--- config.mk ---
export PLATFORM = sky130hd
export DESIGN_NAME = code_decoder
export DESIGN_NICKNAME = d
export VERILOG_FILES = /design/src/rtl/code_decoder_pkg.sv /design/src/rtl/seg7_decode.sv /design/src/rtl/code_decoder.sv
export SDC_FILE = /design/constraint.sdc
export NUM_CORES = 1
export LEC_CHECK = 0
export ABC_AREA = 1
export CAP_MARGIN = 10
export CORE_UTILIZATION = 47
export DETAILED_ROUTE_END_ITERATION = 8
export GPL_ROUTABILITY_DRIVEN = 0
export HOLD_SLACK_MARGIN = 0.05
export PLACE_DENSITY = 0.73
export RECOVER_POWER = 25
export SLEW_MARGIN = 40
export SYNTH_ARGS = -nofsm -noshare
export SYNTH_HDL_FRONTEND = slang
export SYNTH_SLANG_ARGS = --single-unit
--- constraint.sdc ---
create_clock -name clk -period 1.6 [get_ports clk]
set_input_delay 0.32 -clock clk [delete_from_list [all_inputs] [get_ports clk]]
set_output_delay 0.32 -clock clk [all_outputs]
set_load 0.005 [all_outputs]
--- src/rtl/code_decoder_pkg.sv ---
// Shared types and 7-segment constants for the switch-code decoder and its encoder twin.
package code_decoder_pkg;

    typedef enum logic [1:0] {
        IDLE   = 2'd0,
        SETTLE = 2'd1,
        HOLD   = 2'd2
    } state_e;

    // Active-low segments, bit6 = g ... bit0 = a
    localparam logic [6:0] SEG_BLANK = 7'b1111111;
    localparam logic [6:0] SEG_0     = 7'b1000000;
    localparam logic [6:0] SEG_1     = 7'b1111001;
    localparam logic [6:0] SEG_2     = 7'b0100100;
    localparam logic [6:0] SEG_3     = 7'b0110000;
    localparam logic [6:0] SEG_4     = 7'b0011001;
    localparam logic [6:0] SEG_5     = 7'b0010010;
    localparam logic [6:0] SEG_6     = 7'b0000010;
    localparam logic [6:0] SEG_7     = 7'b1111000;

endpackage

--- src/rtl/seg7_decode.sv ---
// Combinational 3-bit digit to active-low 7-segment pattern (g..a).
module seg7_decode
    import code_decoder_pkg::*;
(
    input  logic [2:0] digit_i,
    output logic [6:0] seg_o
);

    always_comb begin
        seg_o = SEG_BLANK;
        case (digit_i)
            3'd0: seg_o = SEG_0;
            3'd1: seg_o = SEG_1;
            3'd2: seg_o = SEG_2;
            3'd3: seg_o = SEG_3;
            3'd4: seg_o = SEG_4;
            3'd5: seg_o = SEG_5;
            3'd6: seg_o = SEG_6;
            3'd7: seg_o = SEG_7;
            default: seg_o = SEG_BLANK;
        endcase
    end

endmodule

--- src/rtl/code_decoder.sv ---
// Debounced 3-to-8 decoder driving LED bar, valid LED, acceptance counter and HEX0.
// HEX0 segment logic is built only when CODE_DECODER_HEX_EN is defined.
module code_decoder
    import code_decoder_pkg::*;
#(
    parameter int DEBOUNCE_CYCLES = 4,
    parameter int CNT_W           = 8
) (
    input  logic             clk,
    input  logic             rst,
    input  logic [2:0]       code,
    input  logic             enable,
    output logic [7:0]       onehot,
    output logic             valid,
    output logic             strobe,
    output logic [CNT_W-1:0] update_cnt,
    output logic [6:0]       HEX0
);

    localparam int DB_W = (DEBOUNCE_CYCLES < 2) ? 1 : $clog2(DEBOUNCE_CYCLES + 1);
    localparam logic [DB_W-1:0] DB_LAST = DB_W'(DEBOUNCE_CYCLES);

    state_e           state_q, state_d;
    logic [2:0]       cand_q, cand_d;
    logic [DB_W-1:0]  cnt_q, cnt_d, cnt_inc;
    logic [2:0]       held_q, held_d;
    logic [7:0]       onehot_q, onehot_d;
    logic             valid_q, valid_d;
    logic             strobe_q, strobe_d;
    logic [CNT_W-1:0] upd_q, upd_d;

    logic       load;
    logic       accept;
    logic       counted;
    logic [2:0] acc_code;

    assign cnt_inc = cnt_q + DB_W'(1);

    always_comb begin
        state_d  = state_q;
        cand_d   = cand_q;
        cnt_d    = cnt_q;
        load     = 1'b0;
        accept   = 1'b0;
        acc_code = cand_q;
        if (!enable) begin
            state_d = IDLE;
            cnt_d   = '0;
        end else begin
            case (state_q)
                IDLE:   load = 1'b1;
                SETTLE: begin
                    if (code != cand_q) begin
                        load = 1'b1;
                    end else begin
                        cnt_d = cnt_inc;
                        if (cnt_inc == DB_LAST) accept = 1'b1;
                    end
                end
                HOLD:   if (code != held_q) load = 1'b1;
                default: state_d = IDLE;
            endcase
            // The loading edge is the first sample, so D=1 accepts right here.
            if (load) begin
                cand_d   = code;
                cnt_d    = DB_W'(1);
                state_d  = SETTLE;
                acc_code = code;
                if (DEBOUNCE_CYCLES == 1) accept = 1'b1;
            end
            if (accept) state_d = HOLD;
        end
    end

    // Re-accepting the code already on display is silent.
    assign counted = accept && (!valid_q || (acc_code != held_q));

    always_comb begin
        onehot_d = onehot_q;
        valid_d  = valid_q;
        held_d   = held_q;
        strobe_d = 1'b0;
        upd_d    = upd_q;
        if (!enable) begin
            onehot_d = '0;
            valid_d  = 1'b0;
        end else if (counted) begin
            onehot_d = 8'(1) << acc_code;
            valid_d  = 1'b1;
            held_d   = acc_code;
            strobe_d = 1'b1;
            upd_d    = upd_q + CNT_W'(1);
        end
    end

    always_ff @(posedge clk or posedge rst) begin
        if (rst) begin
            state_q  <= IDLE;
            cand_q   <= '0;
            cnt_q    <= '0;
            held_q   <= '0;
            onehot_q <= '0;
            valid_q  <= 1'b0;
            strobe_q <= 1'b0;
            upd_q    <= '0;
        end else begin
            state_q  <= state_d;
            cand_q   <= cand_d;
            cnt_q    <= cnt_d;
            held_q   <= held_d;
            onehot_q <= onehot_d;
            valid_q  <= valid_d;
            strobe_q <= strobe_d;
            upd_q    <= upd_d;
        end
    end

    assign onehot     = onehot_q;
    assign valid      = valid_q;
    assign strobe     = strobe_q;
    assign update_cnt = upd_q;

`ifdef CODE_DECODER_HEX_EN
    logic [6:0] seg_acc;
    logic [6:0] hex_q, hex_d;

    seg7_decode u_seg7 (
        .digit_i (acc_code),
        .seg_o   (seg_acc)
    );

    always_comb begin
        hex_d = hex_q;
        if (!enable)      hex_d = SEG_BLANK;
        else if (counted) hex_d = seg_acc;
    end

    always_ff @(posedge clk or posedge rst) begin
        if (rst) hex_q <= SEG_BLANK;
        else     hex_q <= hex_d;
    end

    assign HEX0 = hex_q;
`else
    assign HEX0 = SEG_BLANK;
`endif

endmodule

After elaboration in Yosys (flattened, before gate mapping)

Cells that the tools add are included.

Bits of input ports: 6
Output and inout bits: 25
Logic and storage cells: 53
Register bits after elaboration: 29

Equal/unequal tests: 10
Shift-type cells: 1
Muxes and demuxes: 25
Add/subtract/negate cells: 2
Reduce and logical (&&, ||, !) cells: 7

Operators by type and width:

| cell                  | number |
|---|---|
| $mux W3               | 6 |
| $mux W8               | 2 |
| $mux W1               | 12 |
| $ne A3 B3 Y1          | 3 |
| $add A8 B1 Y8 const B | 1 |
| $mux W2               | 4 |
| $shl A1 B3 Y8 const A | 1 |
| $ne A4 B2 Y1 const B  | 1 |
| $reduce_and A2 Y1     | 2 |
| $add A3 B1 Y3 const B | 1 |
| $eq A3 B3 Y1 const B  | 1 |
| $ne A3 B1 Y1 const B  | 1 |
| $ne A3 B2 Y1 const B  | 1 |
| $pmux W1 S3           | 1 |
| $reduce_or A3 Y1      | 1 |
| $eq A2 B1 Y1 const B  | 1 |
| $eq A2 B2 Y1 const B  | 1 |
| $logic_not A2 Y1      | 1 |
| $ne A2 B1 Y1 const B  | 1 |
| $logic_and A1 B1 Y1   | 1 |
| $logic_not A1 Y1      | 1 |
| $logic_or A1 B1 Y1    | 1 |

Depth between registers and ports, before layout

Gate-level depths: netlist of the first run.

Depth after elaboration: 11
Depth in mapped cells: 17
Gate-level depth less buffers: 17

Worst setup path after synthesis of the first run

No wires, ideal clock.

Path kind: reg2reg
From: register cand_q[1]
To: register held_q[2]
Stages on the path, launching flop included: 16
Arrival time: 1.593 ns
Library setup time: 0.126 ns
Path buffers: 1
Required time: 1.474 ns
Setup slack: -0.119 ns
Period minus slack after synthesis: 1.719 ns
Cells stage by stage: dfrtp_1 -> inv_1 -> nand2_1 -> nand2_1 -> nand3_2 -> nand2_2 -> nand2_4 -> nand2_4 -> nand2_1 -> nand3_1 -> nand2_1 -> nor2_4 -> nand2_8 -> nand2_8 -> buf_8 -> o21ai_1

Cells in the longest elaborated chain, start to end: 10
Elaborated cells between the ends (all ways): 14
Those cells by class: 2 x eq/ne; 9 x mux; 3 x reduce/logical

RTL lines:

| element                            | RTL line            | RTL |
|---|---|---|
| start: declaration                 | code_decoder.sv:24  | `logic [2:0] cand_q, cand_d;` |
| start signal: assignment           | code_decoder.sv:108 | `cand_q <= cand_d;` |
| $ne A3 B3 Y1                       | code_decoder.sv:53  | `if (code != cand_q) begin` |
| $mux W1                            | code_decoder.sv:53  |  |
| $pmux W1 S3                        | code_decoder.sv:50  | `case (state_q)` |
| $mux W1                            | code_decoder.sv:46  | `if (!enable) begin` |
| $mux W3 (2 in a row)               | --                  |  |
| $ne A3 B3 Y1                       | code_decoder.sv:76  | `assign counted = accept && (!valid_q \|\| (acc_code != held_q));` |
| $logic_or A1 B1 Y1                 | code_decoder.sv:76  |  |
| $logic_and A1 B1 Y1                | code_decoder.sv:76  |  |
| $reduce_and A2 Y1 (no source line) | --                  |  |
| end signal: assignment             | code_decoder.sv:110 | `held_q <= held_d;` |
| end: declaration                   | code_decoder.sv:26  | `logic [2:0] held_q, held_d;` |

Parallel ways exist; a longest one is shown, timed or not. The select of a mux whose other input is x is not followed.
A chain may end at the register's enable or synchronous reset.

Worst setup path after layout of the first run

From: register held_q[2]
To: register held_q[1]

Cells in the longest elaborated chain, start to end: 10

RTL lines:

| element                            | RTL line           | RTL |
|---|---|---|
| $ne A3 B3 Y1                       | code_decoder.sv:60 | `HOLD: if (code != held_q) load = 1'b1;` |
| $mux W1                            | code_decoder.sv:60 |  |
| $pmux W1 S3                        | code_decoder.sv:50 |  |
| $mux W1                            | code_decoder.sv:46 |  |
| $mux W3 (2 in a row)               | --                 |  |
| $ne A3 B3 Y1                       | code_decoder.sv:76 |  |
| $logic_or A1 B1 Y1                 | code_decoder.sv:76 |  |
| $logic_and A1 B1 Y1                | code_decoder.sv:76 |  |
| $reduce_and A2 Y1 (no source line) | --                 |  |

Parallel ways exist; a longest one is shown, timed or not. The select of a mux whose other input is x is not followed.

==> results of run 1 <==
[power by group through the flow]
| stage | sequential, mW | combinational, mW | clock [mW] |
|---|---|---|---|
| detailed placement | 0.779 | 0.302 | 0 |
| finish | 0.764 | 0.378 | 0.514 |
| global placement | 0.778 | 0.293 | 0 |
| global route | 0.766 | 0.415 | 0.564 |
| floorplan | 0.774 | 0.173 | 0 |
| CTS | 0.763 | 0.331 | 0.531 |
[metrics by stage]
| step | std cells | util | TNS, ns |
|---|---|---|---|
| 2_1_floorplan | 213 | - | -2.20 |
| 3_3_place_gp | 309 | 0.668 | -16.34 |
| 3_5_place_dp | 309 | 0.668 | -17.55 |
| 4_1_cts | 327 | 0.722 | -5.21 |
| 5_1_grt | 337 | 0.777 | -9.11 |
| 6_report | 337 | 0.777 | -6.36 |
[registers in the layout (all words and copies together) (netlist names)]
signal,cells
cand_q,3
cnt_q,3
held_q,3
onehot,8
state_q,2
strobe,1
update_cnt,8
valid,1
[critical path, cell delays in order (launching register included)]
cell                        delay, ns
sky130_fd_sc_hd__dfrtp_1         0.41
sky130_fd_sc_hd__inv_1           0.09
sky130_fd_sc_hd__nand2_1         0.06
sky130_fd_sc_hd__nand2_1         0.07
sky130_fd_sc_hd__nor2_1          0.04
sky130_fd_sc_hd__nand2_1         0.06
sky130_fd_sc_hd__nand2_2         0.08
sky130_fd_sc_hd__nand2_4         0.14
sky130_fd_sc_hd__buf_6           0.11
sky130_fd_sc_hd__nand3_1         0.08
sky130_fd_sc_hd__nand3_2         0.09
sky130_fd_sc_hd__nand2_2         0.07
sky130_fd_sc_hd__nor2_4          0.13
sky130_fd_sc_hd__nand2_8         0.08
sky130_fd_sc_hd__nand2_8         0.11
sky130_fd_sc_hd__clkbuf_16       0.16
sky130_fd_sc_hd__nand2_1         0.05
sky130_fd_sc_hd__o21ai_1         0.06
[cells in the mapped netlist]
master / count / area share
sky130_fd_sc_hd__o21ai_1: 6 / 0.017
sky130_fd_sc_hd__inv_1: 18 / 0.039
sky130_fd_sc_hd__nand2_4: 3 / 0.020
sky130_fd_sc_hd__o22ai_1: 1 / 0.0036
sky130_fd_sc_hd__nand3b_1: 1 / 0.0044
sky130_fd_sc_hd__nand3_1: 14 / 0.041
sky130_fd_sc_hd__nand2_1: 65 / 0.14
sky130_fd_sc_hd__xnor2_1: 5 / 0.025
sky130_fd_sc_hd__ha_1: 3 / 0.022
sky130_fd_sc_hd__conb_1: 1 / 0.0022
sky130_fd_sc_hd__nor3_1: 1 / 0.0029
sky130_fd_sc_hd__inv_2: 5 / 0.011
sky130_fd_sc_hd__a21oi_1: 2 / 0.0058
sky130_fd_sc_hd__nor2_4: 4 / 0.026
sky130_fd_sc_hd__dfrtp_1: 29 / 0.42
sky130_fd_sc_hd__nand2_2: 3 / 0.011
sky130_fd_sc_hd__clkbuf_1: 1 / 0.0022
sky130_fd_sc_hd__o21ai_0: 2 / 0.0058
sky130_fd_sc_hd__buf_8: 2 / 0.017
sky130_fd_sc_hd__buf_4: 8 / 0.035
sky130_fd_sc_hd__nand4_1: 9 / 0.033
sky130_fd_sc_hd__nand2_8: 2 / 0.023
sky130_fd_sc_hd__xor2_1: 2 / 0.010
sky130_fd_sc_hd__nor2_1: 10 / 0.022
sky130_fd_sc_hd__nand3_2: 9 / 0.052
sky130_fd_sc_hd__o41ai_1: 1 / 0.0051
[cell type report]
class                   instances  area [um2]
multi-input cells             150         962
fillers                       246         762
repair buffers                 81         752
flip-flops and latches         29         726
inverters                      23        86.3
clock buffers                   7        65.1
well taps                      46        57.6
clock inverters                 1        5.00
[metal layers]
layer / vias to the layer above / share of wire / GRT usage
met5: - / 0 / 0
met4: 0 / 0.033 / 0.0872
met3: 15 / 0.036 / 0.0511
met2: 48 / 0.50 / 0.406
met1: 796 / 0.43 / 0.307
li1: 818 / - / -
[how the worst max path moves through the flow]
stage / cells past startpoint / endpoint / start / slack [ns]
final: 17 / held_q[1] / held_q[2] / -0.33
after global routing: 17 / held_q[1] / held_q[0] / -0.45
after CTS: 16 / held_q[2] / cand_q[2] / -0.29
after detailed placement: 18 / held_q[2] / code[0] / -0.76
after global placement: 18 / update_cnt[5] / code[0] / -0.70
after floorplan: 15 / held_q[2] / cand_q[1] / -0.12
[cell families (layout without fill, tap and decap cells)]
group	Yosys count	count (layout)	synth area share
simple gates	121	121	0.376
flops	29	29	0.422
fa+ha+maj	3	3	0.0218
compound gates	12	12	0.0378
xor+xnor	7	7	0.0356
buf+inv	34	112	0.105
other cells	1	7	0.00218
[layout by cell type, fill, tap and decap left out, types with 2 or more instances in the layout]
master                            Yosys  routed
sky130_fd_sc_hd__nand2_1             65      46
sky130_fd_sc_hd__inv_1               18      14
sky130_fd_sc_hd__nand3_1             14       8
sky130_fd_sc_hd__nor2_2               0       2
sky130_fd_sc_hd__clkdlybuf4s50_1      0      19
sky130_fd_sc_hd__o21ai_0              2       2
sky130_fd_sc_hd__dfrtp_1             29      29
sky130_fd_sc_hd__o21ai_1              6       5
sky130_fd_sc_hd__nor2_1              10       8
sky130_fd_sc_hd__clkbuf_4             0       5
sky130_fd_sc_hd__clkbuf_8             0       2
sky130_fd_sc_hd__buf_4                8      49
sky130_fd_sc_hd__clkbuf_16            0       2
sky130_fd_sc_hd__xnor2_1              5       5
sky130_fd_sc_hd__xor2_1               2       2
sky130_fd_sc_hd__inv_2                5       9
sky130_fd_sc_hd__buf_12               0       4
sky130_fd_sc_hd__nand2_4              3       5
sky130_fd_sc_hd__nand3_2              9      15
sky130_fd_sc_hd__nand2_8              2       3
sky130_fd_sc_hd__nor2_4               4       4
sky130_fd_sc_hd__ha_1                 3       3
sky130_fd_sc_hd__a21oi_1              2       2
sky130_fd_sc_hd__nand2_2              3      19
sky130_fd_sc_hd__conb_1               1       7
sky130_fd_sc_hd__dlygate4sd2_1        0       3
sky130_fd_sc_hd__nand4_1              9       9
sky130_fd_sc_hd__buf_6                0       2
[repair_timing]
item,in CTS,in global routing
setup endpoints to repair,30,27
cloned,0,2
pin swaps,3,11
gates resized for setup,17,22
buffers inserted,10,8
==> results.toml, run 1 <==
[placement]
preCtsSetupSlack_ns = -0.755
hpwl_after_detailed_placement_um = 2850
dpl_cell_area_um2 = 2280
numPortBuffers = 23

[timing]
worst_setup_margin_ns = -0.333
setup_viol_count_final = 21
hold_slack_ns = 0.512
share_of_the_cycle_needed_by_the_critical_path_after_routing = 1.21
timing.final.max_slew_violations = 0
maxClockFrequency_mhz = 517
timing.final.crit_period_ns = 1.93
skew_ns = 0.00490
rsz0062_at_grt = "true"
tightest_slew_ns = 0.725
finalHoldViolCount = 0
relSlewSlack = 0.517

[grt]
largest_net_degree_at_the_start_of_global_routing = 30
globalRouteOverflowTotal = 0
grt_use_total = 0.242
grt_antenna_before_repair = 0
grt_first_pass_wirelength_um = 7330
grt_pass1_vias = 1575

[floorplan]
die_height_um = 62.5
die-width_um = 62.5
pin_count = 31
core-area_um2 = 3420
floorplan.initialDensity = 0.504
num_rows = 21
fp.dieArea_um2 = 3910

[route]
detail_route.wl_per_cell_um = 13.6
detail_route.first_pass.iterations = 4
vias_per_cell = 4.98
drtAntennaViolNets = 0
vias = 1677
drc = 0
drt_first_iter_violations = 115
route.final.wire_length_um = 4590

[status]
status = "finished with violations"
failing_checks = "setup timing"

[clocking]
worst_setup_hold_path_clk_slew_ns = 0.09
cts.sinks = 29
number_of_buffers_added_by_the_clock_tree_synthesis_step = 5
clkLatencyLatePin_ns = 0.33
max-clock-path-buffers = 2
hold_buffers = 0
cts_tree = "yes"
root_buffer = "sky130_fd_sc_hd__clkbuf_4"
cts_max_level = 2

[logic_synthesis]
yosys_register_bits = 29
synth_cell_type_count = 26
post_synth.cell_area_avg_um2 = 8.32
synthesis.instances = 207
yosys_warnings = 0
syn_area_um2 = 1720
synth_seq_area_share = 0.422

[worst_hold_path]
min_path_type = "reg -> reg"
min_delay_path_depth = 2
worstHoldEndpoint = "onehot[0]"
hold_sp = "onehot[0]"

[power_and_ir_drop]
internal_power_mw = 1.17
power.switching_fraction = 0.293
total_leakage_power_nw = 1.33
irDropWorstVdd_uv = 457
power_frac_clock = 0.310
cellPowerDensity_nw_per_um2 = 624
power.share.combinational = 0.228
power.net_switching_uw = 486
p_seq_frac = 0.461
total_power_mw = 1.66

[setup_path]
crit_path_start_kind = "flop"
required_ns = 1.87
path_class = "reg -> reg"
worst_setup_path_end_kind = "flop"
cp_max_fo = 8
rr_startpoint = "held_q[2]"
reg2regPathDepth = 17
worst-endpoint-arrival_ns = 2.20
crit-reg2reg-capture = "held_q[1]"
r2r_slack_ns = -0.33

[final_layout]
layout.nets = 299
area_growth_syn_to_layout_pct = 54.1
layout.cell_area.non_filler_um2 = 2650
post_route_cells_drive_above_1_share = 0.433
insertedDiodeCount = 0

[run]
maxCapViolCount = 0
No activity file was read; power rests on OpenSTA's default activity.
==> run 2: changes to the inputs <==
--- a/config.mk
+++ b/config.mk
@@ -8,6 +8,7 @@
 export ABC_AREA = 1
 export CAP_MARGIN = 10
 export CORE_UTILIZATION = 47
+export CTS_CLUSTER_SIZE = 28
 export DETAILED_ROUTE_END_ITERATION = 8
 export GPL_ROUTABILITY_DRIVEN = 0
 export HOLD_SLACK_MARGIN = 0.05
@@ -17,3 +18,4 @@
 export SYNTH_ARGS = -nofsm -noshare
 export SYNTH_HDL_FRONTEND = slang
 export SYNTH_SLANG_ARGS = --single-unit
+export TNS_END_PERCENT = 10
==> results.toml, run 2 (synthesized netlist as in run 1, its figures left out) <==
[clocking]
worst_setup_hold_path_clk_slew_ns = 0.09
cts_max_level = 2
number_of_buffers_added_by_the_clock_tree_synthesis_step = 5
root_buffer = "sky130_fd_sc_hd__clkbuf_4"
hold_buffers = 0
cts.sinks = 29
max-clock-path-buffers = 2
clkLatencyLatePin_ns = 0.33
cts_tree = "yes"

[final_layout]
leading_cell_types_in_the_layout_fill_and_taps_excluded = "sky130_fd_sc_hd__nand2_1, sky130_fd_sc_hd__buf_4, sky130_fd_sc_hd__dfrtp_1"
post_route_cells_drive_above_1_share = 0.362
layout_commonest_cell = "sky130_fd_sc_hd__nand2_1"
insertedDiodeCount = 0
area_growth_syn_to_layout_pct = 43.6
multi_input_comb_area_um2 = 950
layout.nets = 285
fillers = 254
storage_element_area_um2 = 726

[grt]
grt_first_pass_wirelength_um = 6810
grt_pass1_vias = 1502
grt_use_total = 0.225
grt_antenna_before_repair = 0
globalRouteOverflowTotal = 0
largest_net_degree_at_the_start_of_global_routing = 30

[route]
vias = 1594
route.final.wire_length_um = 4150
detail_route.wl_per_cell_um = 12.9
detail_route.first_pass.iterations = 5
drc = 0
vias_per_cell = 4.95
drtAntennaViolNets = 0
drt_first_iter_violations = 99

[timing]
setup_viol_count_final = 23
rsz0062_at_grt = "true"
share_of_the_cycle_needed_by_the_critical_path_after_routing = 1.22
worst_setup_margin_ns = -0.350
hold_slack_ns = 0.506
finalHoldViolCount = 0
tightest_slew_ns = 0.730
maxClockFrequency_mhz = 513
relSlewSlack = 0.513
skew_ns = 0.0104
timing.final.max_slew_violations = 0
timing.final.crit_period_ns = 1.95

[floorplan]
pin_count = 31
num_rows = 21
die-width_um = 62.5
fp.dieArea_um2 = 3910
die_height_um = 62.5
core-area_um2 = 3420
floorplan.initialDensity = 0.504

[status]
failing_checks = "setup timing"
status = "finished with violations"

[setup_path]
path_class = "reg -> reg"
worst-endpoint-arrival_ns = 2.22
cpLargestDelayFamily = "simple AND/OR/NAND/NOR gates"
worst_setup_path_end_kind = "flop"
required_ns = 1.87
crit_path_start_kind = "flop"
critical-path-top-cell-by-count = "sky130_fd_sc_hd__nand2_1"
cp_cell_sequence = "inv_1, nand2_1, nand2_1, nor2_1, nand2_1, nand2_2, nand2_4, nand3_1, nand3_2, nand2_2, nor2_4, nand2_8, nand2_8, clkbuf_16, nand3_2, nand2_1"
timing.critical_path.slowest_cell_delay_ns = 0.40
worst_path_bufs_invs = 2
cp_max_fo = 8
critical_path.slowest_cell = "sky130_fd_sc_hd__dfrtp_1"

[worst_hold_path]
min_path_type = "reg -> reg"

[power_and_ir_drop]
cellPowerDensity_nw_per_um2 = 637
irDropWorstVdd_uv = 610
total_leakage_power_nw = 1.36

[placement]
numPortBuffers = 23
preCtsSetupSlack_ns = -0.823
hpwl_after_detailed_placement_um = 2770

[run]
maxCapViolCount = 0
==> run 2: per-layer routing <==
layer	GRT usage	wire length [um]	up-vias
li1	-	-	787
met2	0.363	2080	43
met3	0.0547	165	8
met1	0.294	1830	756
met4	0.0785	76	0
met5	0	0	-
==> run 2: worst paths after layout <==
kind | from | endpoint | slack [ns] | cells past startpoint
min | onehot[0] | onehot[0] | 0.51 | 2
max reg2reg | held_q[2] | onehot[1] | -0.35 | 16
max | held_q[2] | onehot[1] | -0.35 | 16
max in group asynchronous | rst | onehot[0] | 0.51 | 3
min in group asynchronous | rst | state_q[1] | 0.62 | 3
min reg2reg | onehot[0] | onehot[0] | 0.51 | 2
==> run 2: repair_timing <==
item / 4_1_cts / 5_1_grt
buffers inserted: 1 / 5
gates cloned: 1 / 1
pin swaps: 1 / 12
endpoints found under the setup margin: 27 / 29
resized for setup: 16 / 27
==> run 2: through the flow <==
step	instance area (um2)	instances	utilization	power [mW]	setup TNS [ns]
final	2470	322	0.724	1.57	-6.62
after global routing	2470	322	0.724	1.67	-10.71
after CTS	2310	316	0.677	1.54	-5.43
after detailed placement	2220	307	0.650	1.07	-18.77
after global placement	2220	307	0.650	1.06	-16.92
after floorplan	1740	213	-	0.947	-2.14
==> run 2: worst min-delay path, cell delays in order, from the launching register on <==
cell and delay, ns:
sky130_fd_sc_hd__dfrtp_1 0.36, sky130_fd_sc_hd__nand3_2 0.07, sky130_fd_sc_hd__nand2_1 0.05
==> run 2: report_power, final <==
part           leakage (nW)  switching, mW  internal, mW
registers             0.393         0.0162         0.749
clock network        0.0314          0.258         0.207
logic                 0.933          0.197         0.147
==> run 2: layout make-up <==
cell class / count / area share
multi-input cells: 151 / 0.384
well taps: 46 / 0.0233
repair buffers: 66 / 0.242
clock buffers: 7 / 0.0223
inverters: 23 / 0.0349
flip-flops and latches: 29 / 0.294
